### config.mk
export PLATFORM = sky130hd
export DESIGN_NAME = fetch_sequencer
export DESIGN_NICKNAME = d
export VERILOG_FILES = /design/src/rtl/fetch_pkg.sv /design/src/rtl/fetch_skid_reg.sv /design/src/rtl/fetch_sequencer.sv
export SDC_FILE = /design/constraint.sdc
export NUM_CORES = 1
export LEC_CHECK = 0
export ABC_CLOCK_PERIOD_IN_PS = 5900
export CAP_MARGIN = 5
export CORE_MARGIN = 2
export CORE_UTILIZATION = 40
export CTS_CLUSTER_SIZE = 8
export DETAILED_ROUTE_END_ITERATION = 16
export HOLD_SLACK_MARGIN = 0.03
export PLACE_DENSITY_LB_ADDON = 0.08
export RECOVER_POWER = 25
export SYNTH_ARGS = -nofsm -noshare
export SYNTH_HDL_FRONTEND = slang
export SYNTH_SLANG_ARGS = --single-unit
### constraint.sdc
create_clock -name clk -period 5.9 [get_ports clk]
set_clock_uncertainty 0.2 [all_clocks]
set_input_delay 1.18 -clock clk [delete_from_list [all_inputs] [get_ports clk]]
set_output_delay 1.18 -clock clk [all_outputs]
set_load 0.02 [all_outputs]
### src/rtl/fetch_pkg.sv
// Shared constants, state encoding and PC arithmetic for the instruction fetch sequencer.
package fetch_pkg;
  localparam int INSTR_W = 16;
  localparam int ADDR_W  = 16;
  localparam int OPC_MSB = 15;
  localparam int OPC_LSB = 12;
  localparam logic [3:0] HALT_OP = 4'hF;
  localparam int DEF_DEPTH = 16;

  typedef logic [1:0] state_t;
  localparam state_t ST_IDLE   = 2'd0;
  localparam state_t ST_RUN    = 2'd1;
  localparam state_t ST_HOLD   = 2'd2;
  localparam state_t ST_HALTED = 2'd3;

  function automatic logic [ADDR_W-1:0] pc_inc(input logic [ADDR_W-1:0] pc, input int depth);
    return (32'(pc) >= 32'(depth - 1)) ? '0 : pc + ADDR_W'(1);
  endfunction

  function automatic logic [ADDR_W-1:0] pc_mod(input logic [ADDR_W-1:0] pc, input int depth);
    return ADDR_W'(32'(pc) % 32'(depth));
  endfunction
endpackage

### src/rtl/fetch_skid_reg.sv
// Single-entry hold register that parks a stalled instruction and its PC.
module fetch_skid_reg
  import fetch_pkg::*;
(
  input  logic               i_clk,
  input  logic               i_rst_n,
  input  logic               i_load,
  input  logic               i_clear,
  input  logic [INSTR_W-1:0] i_instr,
  input  logic [ADDR_W-1:0]  i_pc,
  output logic               o_valid,
  output logic [INSTR_W-1:0] o_instr,
  output logic [ADDR_W-1:0]  o_pc
);
  logic               r_valid;
  logic [INSTR_W-1:0] r_instr;
  logic [ADDR_W-1:0]  r_pc;

  // Clear wins over load so a redirect or halt never leaves a stale entry.
  always_ff @(posedge i_clk or negedge i_rst_n) begin
    if (!i_rst_n) begin
      r_valid <= 1'b0;
      r_instr <= '0;
      r_pc    <= '0;
    end else if (i_clear) begin
      r_valid <= 1'b0;
    end else if (i_load) begin
      r_valid <= 1'b1;
      r_instr <= i_instr;
      r_pc    <= i_pc;
    end
  end

  assign o_valid = r_valid;
  assign o_instr = r_instr;
  assign o_pc    = r_pc;
endmodule

### src/rtl/fetch_sequencer.sv
// Fetch sequencer: drives a 1-cycle-latency instruction memory and presents instr/PC/valid to IF/ID.
// Handshake: an instruction is transferred when ValidOut=1 and Stall=0; Redirect kills ValidOut that cycle.
module fetch_sequencer #(
  parameter int                           DEPTH    = fetch_pkg::DEF_DEPTH,
  parameter logic [fetch_pkg::ADDR_W-1:0] RESET_PC = 16'h0,
  parameter logic [3:0]                   HALT_OP  = fetch_pkg::HALT_OP
) (
  input  logic                            clk,
  input  logic                            rst,
  input  logic                            Start,
  input  logic                            Stall,
  input  logic                            Redirect,
  input  logic [fetch_pkg::ADDR_W-1:0]    RedirectPc,
  input  logic [fetch_pkg::INSTR_W-1:0]   Instruction,
  output logic [fetch_pkg::ADDR_W-1:0]    ReadAddress,
  output logic [fetch_pkg::INSTR_W-1:0]   InstrOut,
  output logic [fetch_pkg::ADDR_W-1:0]    PcOut,
  output logic                            ValidOut,
  output logic                            Halted,
  output logic [15:0]                     FetchCount,
  output logic [1:0]                      o_dbg_state
);
  import fetch_pkg::*;

  state_t             r_state;
  logic [ADDR_W-1:0]  r_pc_q;
  logic               r_req_q;
  logic [ADDR_W-1:0]  r_req_pc_q;
  logic [15:0]        r_fetch_count;

  logic               w_hold_v;
  logic [INSTR_W-1:0] w_hold_instr;
  logic [ADDR_W-1:0]  w_hold_pc;
  logic               w_hold_load;
  logic               w_hold_clear;
  logic               w_redirect;
  logic               w_valid;
  logic [INSTR_W-1:0] w_instr_out;
  logic [ADDR_W-1:0]  w_pc_out;
  logic               w_consume;
  logic               w_halt;

  // Redirect has no meaning before the first Start.
  assign w_redirect  = Redirect & (r_state != ST_IDLE);
  assign w_valid     = (w_hold_v | r_req_q) & ~w_redirect;
  assign w_instr_out = w_valid ? (w_hold_v ? w_hold_instr : Instruction) : '0;
  assign w_pc_out    = w_valid ? (w_hold_v ? w_hold_pc : r_req_pc_q) : '0;
  assign w_consume   = w_valid & ~Stall;
  assign w_halt      = w_consume & (w_instr_out[OPC_MSB:OPC_LSB] == HALT_OP);

  assign w_hold_load  = (r_state == ST_RUN) & Stall & w_valid;
  assign w_hold_clear = w_redirect | w_halt | ((r_state == ST_HOLD) & ~Stall);

  fetch_skid_reg u_skid (
    .i_clk   (clk),
    .i_rst_n (rst),
    .i_load  (w_hold_load),
    .i_clear (w_hold_clear),
    .i_instr (w_instr_out),
    .i_pc    (w_pc_out),
    .o_valid (w_hold_v),
    .o_instr (w_hold_instr),
    .o_pc    (w_hold_pc)
  );

  always_ff @(posedge clk or negedge rst) begin
    if (!rst) begin
      r_state       <= ST_IDLE;
      r_pc_q        <= RESET_PC;
      r_req_q       <= 1'b0;
      r_req_pc_q    <= '0;
      r_fetch_count <= '0;
    end else begin
      if (w_consume) begin
        r_fetch_count <= r_fetch_count + 16'd1;
      end
      if (w_redirect) begin
        r_state <= ST_RUN;
        r_req_q <= 1'b0;
        r_pc_q  <= pc_mod(RedirectPc, DEPTH);
      end else if (w_halt) begin
        r_state <= ST_HALTED;
        r_req_q <= 1'b0;
        r_pc_q  <= pc_inc(w_pc_out, DEPTH);
      end else begin
        case (r_state)
          ST_IDLE: begin
            r_req_q <= 1'b0;
            if (Start) begin
              r_state    <= ST_RUN;
              r_req_q    <= 1'b1;
              r_req_pc_q <= RESET_PC;
              r_pc_q     <= pc_inc(RESET_PC, DEPTH);
            end
          end
          ST_RUN: begin
            if (Stall) begin
              // The word returning next cycle is dropped; pc_q re-issues it later.
              r_req_q <= 1'b0;
              if (w_valid) begin
                r_state <= ST_HOLD;
              end
            end else begin
              r_req_q    <= 1'b1;
              r_req_pc_q <= r_pc_q;
              r_pc_q     <= pc_inc(r_pc_q, DEPTH);
            end
          end
          ST_HOLD: begin
            if (Stall) begin
              r_req_q <= 1'b0;
            end else begin
              r_state    <= ST_RUN;
              r_req_q    <= 1'b1;
              r_req_pc_q <= r_pc_q;
              r_pc_q     <= pc_inc(r_pc_q, DEPTH);
            end
          end
          ST_HALTED: begin
            r_req_q <= 1'b0;
            if (Start) begin
              r_state    <= ST_RUN;
              r_req_q    <= 1'b1;
              r_req_pc_q <= r_pc_q;
              r_pc_q     <= pc_inc(r_pc_q, DEPTH);
            end
          end
          default: begin
            r_state <= ST_IDLE;
            r_req_q <= 1'b0;
          end
        endcase
      end
    end
  end

  assign ReadAddress = r_pc_q;
  assign InstrOut    = w_instr_out;
  assign PcOut       = w_pc_out;
  assign ValidOut    = w_valid;
  assign Halted      = (r_state == ST_HALTED);
  assign FetchCount  = r_fetch_count;
  assign o_dbg_state = r_state;
endmodule

==> flow_metrics.tcl, run 1 <==
set metrics [dict create \
    violations "max-capacitance violations, max-slew violations" \
    cts_tree "done" \
    rows 37 \
    synth_common_cells "84 x dfrtp_1, 32 x mux2_2, 26 x nand2_1" \
    diodes 0 \
    dp_hpwl_um 6971 \
    synth_cell_types 49 \
    max_stage_delay_ns 0.64 \
    post_cts_buffers 0 \
    synth_seq_area_share_pct 49.66 \
    powerDensity_nw_per_um2 359.9 \
    antenna_found_initial 0 \
    crit_required_ns 4.52 \
    ir_worst_vdd_v 0.0002194 \
    busiest_layer "met2" \
    drcViolationCount 0 \
    ys_ff_latch 84 \
    cts_buffers 9 \
    switching_share_pct 37.32 \
    use_met3_pct 3.404 \
    drt_iter0_markers 131 \
    cts_hold_buf 0 \
    clkLatencyLatePin_ns 0.35 \
    antenna_left 0 \
    worstPathArrival_ns 3.36 \
    switchingPower_uw 728.5 \
    slew_headroom_pct -32.89 \
    critPathKind "in -> out" \
    die_height_um 106.9 \
    cap_violations 1 \
    drt-total-wl_um 9848 \
    cts_sinks 84 \
    htreeDepth 3 \
    drive_above_1_share_pct 14.53 \
    tightest_slew_ns 1.993 \
    grt-ovfl-total 0 \
    crit_family "buffers and inverters" \
    yosysWarnings 0 \
    hp-class "reg -> reg" \
    cpMostUsedCell "clkdlybuf4s50_1" \
    synthTopCellsByArea "dfrtp_1 50%, mux2_2 8.5%, mux2i_1 4.5%" \
    clkPwrFrac_pct 21.9 \
    post_drt_via_cell_ratio 5.303 \
    synth-main-ff-cell "dfrtp_1" \
    outcome "finished with violations" \
    gp_congestion 0.8108 \
    wl_per_cell_um 16.30 \
    max_freq_mhz 210.9 \
    die-area_um2 11420 \
    min_period_ns 4.741 \
    area_growth_syn_to_layout_pct 28.14 \
    portBuffers 92 \
    clock-root-buffer "clkbuf_8" \
    grt_pass1_wl_um 16550 \
    p_int_mw 1.223 \
    synth_edf_count 0 \
    firstDrtPassIters 4 \
    netlist_area_um2 4233 \
    dr_total_vias 3203 \
    drv_slew 39 \
    die_w_um 106.9 \
    clk_pin_slew_ns 0.09 \
    gr-usage-met2_pct 27.16 \
    synth.avg_cell_area_um2 11.26 \
    worstPathMaxFanout 16 \
    netlist_instances 376 \
    critPathLaunchType "input pin" \
    pin_count 105 \
    async_flop_share_pct 100.0 \
    grt_usage_pct 18.25 \
    synth_nets 420 \
    cp-end-kind "output port" \
    cp_cell_sequence "clkdlybuf4s50_1 -> nor2b_2 -> buf_4 -> a21oi_1 -> clkdlybuf4s50_1" \
    synth_area_leader_cell "dfrtp_1" \
    ctsResizeCount 0 \
    grt_max_degree 54 \
    synth_most_common_cell "dfrtp_1" \
    hold_viol 0 \
    leakage_nw 2.291 \
    core-area_um2 10280 \
    start_util_pct 41.19 \
    combPwrFrac_pct 36.2 \
    cp_slowest_cell "nor2b_2" \
    rsz0062_at_grt "no" \
    grt_pass1_vias 3201 \
    cp_num_buf_inv 3 \
    finalCritPeriodShare_pct 80.36 \
    p_seq_share_pct 41.9 \
    fin_setup_tns_ns 0 \
    finish.utilization_pct 52.78 \
    layout.nets 507 \
    finalSetupViolCount 0 \
    met1_usage_pct 27.06 \
    synth_top_area_share_pct 49.66 \
    clockBufferDepth 2 \
]
==> placed cells by master, fill, tap and decap left out, types with 3 or more instances in the layout <==
cell type         n
xnor2_1          13
nand3b_1         15
clkdlybuf4s50_1  91
mux2i_1          19
nand4_1           8
nor4_2            4
a21oi_1          19
and3_1            3
nor3_1            5
dfrtp_1          83
mux2_2           32
o221ai_1          3
ha_1              7
inv_1            10
nor2_1           22
xor2_1            4
nand3_1           9
and4_1            4
and2_1           14
nor4_1            6
nand2_1          26
o21ai_0           7
a22o_1           16
o22ai_1           3
clkbuf_8         10
==> flip-flops by register name (all words and copies together), names as in the netlist <==
name            cells
ReadAddress        16
u_skid.o_valid      1
r_req_pc_q         16
FetchCount         16
u_skid.o_pc        16
u_skid.o_instr     16
r_req_q             1
o_dbg_state         2
==> final cells by class <==
cell class / instances / area [um2]
fillers: 955 / 4853
clock inverters: 6 / 71.32
multi-input cells: 262 / 1966
flip-flops and latches: 84 / 2103
inverters: 11 / 41.29
clock buffers: 10 / 137.6
well taps: 136 / 170.2
repair buffers: 95 / 934.6
==> metal layers <==
layer | routed length (um) | vias up
met5 | 0 | -
met4 | 155 | 0
met3 | 475 | 14
met2 | 4335 | 88
met1 | 4882 | 1549
li1 | - | 1552
==> through the flow <==
step | cells | setup WS, ns | area [um2] | hold WS, ns | total power, mW
final | 604 | 1.159 | 5424 | 0.2779 | 1.952
after global placement | 588 | 1.158 | 5221 | 0.2589 | 1.531
after CTS | 604 | 1.148 | 5430 | 0.2866 | 1.974
after global routing | 604 | 1.011 | 5424 | 0.3024 | 2.079
after floorplan | 376 | 2.306 | 4233 | 0.2498 | 1.289
after detailed placement | 588 | 1.149 | 5221 | 0.2699 | 1.545
==> logic make-up after synthesis <==
logic type                 synth area share, %
and+or+nand+nor                          16.49
DFF                                      49.66
AOI/OAI and AO/OA                        11.29
muxes                                    13.01
buffers and inverters                    3.961
xor gates and xnor gates                 3.518
adders and majority gates                2.069
==> power groups by stage <==
stage	combinational, mW	sequential (mW)	clock [mW]
finish	0.707	0.817	0.427
global route	0.779	0.839	0.460
CTS	0.717	0.818	0.439
detailed placement	0.715	0.830	0
global placement	0.705	0.826	0
floorplan	0.488	0.801	0
==> worst paths after layout <==
path,start,to,slack (ns),cells after the start
max,Redirect,PcOut[11],1.16,5
min,FetchCount[15],FetchCount[15],0.28,1
max reg2reg,u_skid.o_valid,ReadAddress[1],2.43,8
min reg2reg,FetchCount[15],FetchCount[15],0.28,1
max in group asynchronous,rst,u_skid.o_valid,2.20,2
min in group asynchronous,rst,FetchCount[6],1.17,1
Note: power is estimated with default switching activity, not from simulation.
==> run 2, diff against run 1 <==
ABC_CLOCK_PERIOD_IN_PS = 4440   (was 5900)
clock period = 4.44 ns   (was 5.9 ns; I/O delays follow)
==> flow_metrics.tcl, run 2 (same netlist as run 1, synthesis figures left out) <==
set metrics [dict create \
    setup_ws_ns 0.5698 \
    final_cell_mix "91 x clkdlybuf4s50_1, 83 x dfrtp_1, 32 x mux2_2" \
    hold_ws_ns 0.2692 \
    post_cts_buffers 0 \
    tightest_slew_ns 1.512 \
    dp_cells 592 \
    drv_slew 60 \
    worstPathArrival_ns 2.78 \
    min_period_ns 3.870 \
    drive_above_1_share_pct 15.25 \
    die-area_um2 11420 \
    clk_pin_slew_ns 0.09 \
    drt-met1-wl_um 4997 \
    finalCritPeriodShare_pct 87.17 \
    ctsResizeCount 0 \
    core-area_um2 10280 \
    stdcell_count 608 \
    fillers 980 \
    violations "max-capacitance violations, max-slew violations" \
    hp-class "reg -> reg" \
    dr_total_vias 3199 \
    outcome "finished with violations" \
    clkLatencyLatePin_ns 0.35 \
    fin_area_um2 5450 \
    wl_met2_um 4580 \
    finalSetupViolCount 0 \
    cp-end-kind "output port" \
    post-place-ws_ns 0.5738 \
    worstPathMaxFanout 14 \
    total_power_mw 2.617 \
    rsz0062_at_grt "no" \
    dp_hpwl_um 7121 \
    drt-total-wl_um 10120 \
    layout_commonest_cell "clkdlybuf4s50_1" \
    start_util_pct 41.19 \
    post_dp_cell_area_um2 5251 \
    diodes 0 \
    grt_usage_pct 18.46 \
    cts_sinks 84 \
    cap_violations 1 \
    cts_hold_buf 0 \
    portBuffers 92 \
    wl_per_cell_um 16.64 \
    clock-root-buffer "clkbuf_8" \
    grt_pass1_wl_um 16750 \
    antenna_left 0 \
    grt_max_degree 60 \
    powerDensity_nw_per_um2 480.2 \
    area_growth_syn_to_layout_pct 28.76 \
    layout.nets 511 \
    clockBufferDepth 2 \
    firstDrtPassIters 5 \
    wl_met3_um 436 \
    fin_setup_tns_ns 0 \
    hold_viol 0 \
    critPathKind "in -> out" \
    die_w_um 106.9 \
    critPathLaunchType "input pin" \
    max_freq_mhz 258.4 \
    grt-ovfl-total 0 \
    antenna_found_initial 0 \
    pin_count 105 \
    die_height_um 106.9 \
    rows 37 \
    leakage_nw 2.317 \
    slew_headroom_pct -0.8324 \
    finish.utilization_pct 53.03 \
    post_drt_via_cell_ratio 5.262 \
    gp_congestion 0.8163 \
    grt_pass1_vias 3254 \
    cts_buffers 9 \
    top_layer "met4" \
    drcViolationCount 0 \
    crit_required_ns 3.35 \
    ir_worst_vdd_v 0.0003167 \
    drt_iter0_markers 143 \
    htreeDepth 3 \
    cts_tree "done" \
]
run 2: cell types whose count changed in the layout (fill, tap and decap cells not counted), sizes merged:
cell,delta
clkinvlp,-2
inv,+2
buf,+4
clkbuf,-1
clkinv,+1
run 2: worst paths after layout:
kind | startpoint | endpoint | slack [ns] | cells after the start
max | Redirect | PcOut[11] | 0.57 | 5
min | FetchCount[15] | FetchCount[15] | 0.27 | 1
max reg2reg | o_dbg_state[0] | ReadAddress[1] | 1.28 | 12
min reg2reg | FetchCount[15] | FetchCount[15] | 0.27 | 1
max in group asynchronous | rst | ReadAddress[7] | 1.41 | 2
min in group asynchronous | rst | FetchCount[6] | 0.69 | 1
run 2: final cells by class:
class / count / area (um2) / area share (%)
clock inverter: 7 / 81.33 / 1.492
clock buffer: 9 / 123.9 / 2.273
tap: 136 / 170.2 / 3.122
multi-input combinational: 262 / 1966 / 36.07
timing repair buffer: 99 / 964.7 / 17.70
sequential: 84 / 2103 / 38.59
inverter: 11 / 41.29 / 0.7576
run 2: worst max-delay path, stage by stage:
cell             delay (ns)
clkdlybuf4s50_1        0.47
nor2b_2                0.22
buf_4                  0.21
a21oi_1                0.31
clkdlybuf4s50_1        0.68
run 2: layer usage:
layer  GRT usage, %  up-vias
met4          5.937        0
li1               -     1549
met3          3.708       10
met5              0        -
met1          26.52     1553
met2          28.07       87
run 2: where the power goes:
group	leakage, nW	switching, mW	internal (mW)
combinational	1.07	0.519	0.453
clock	0.107	0.301	0.270
sequential	1.14	0.170	0.904
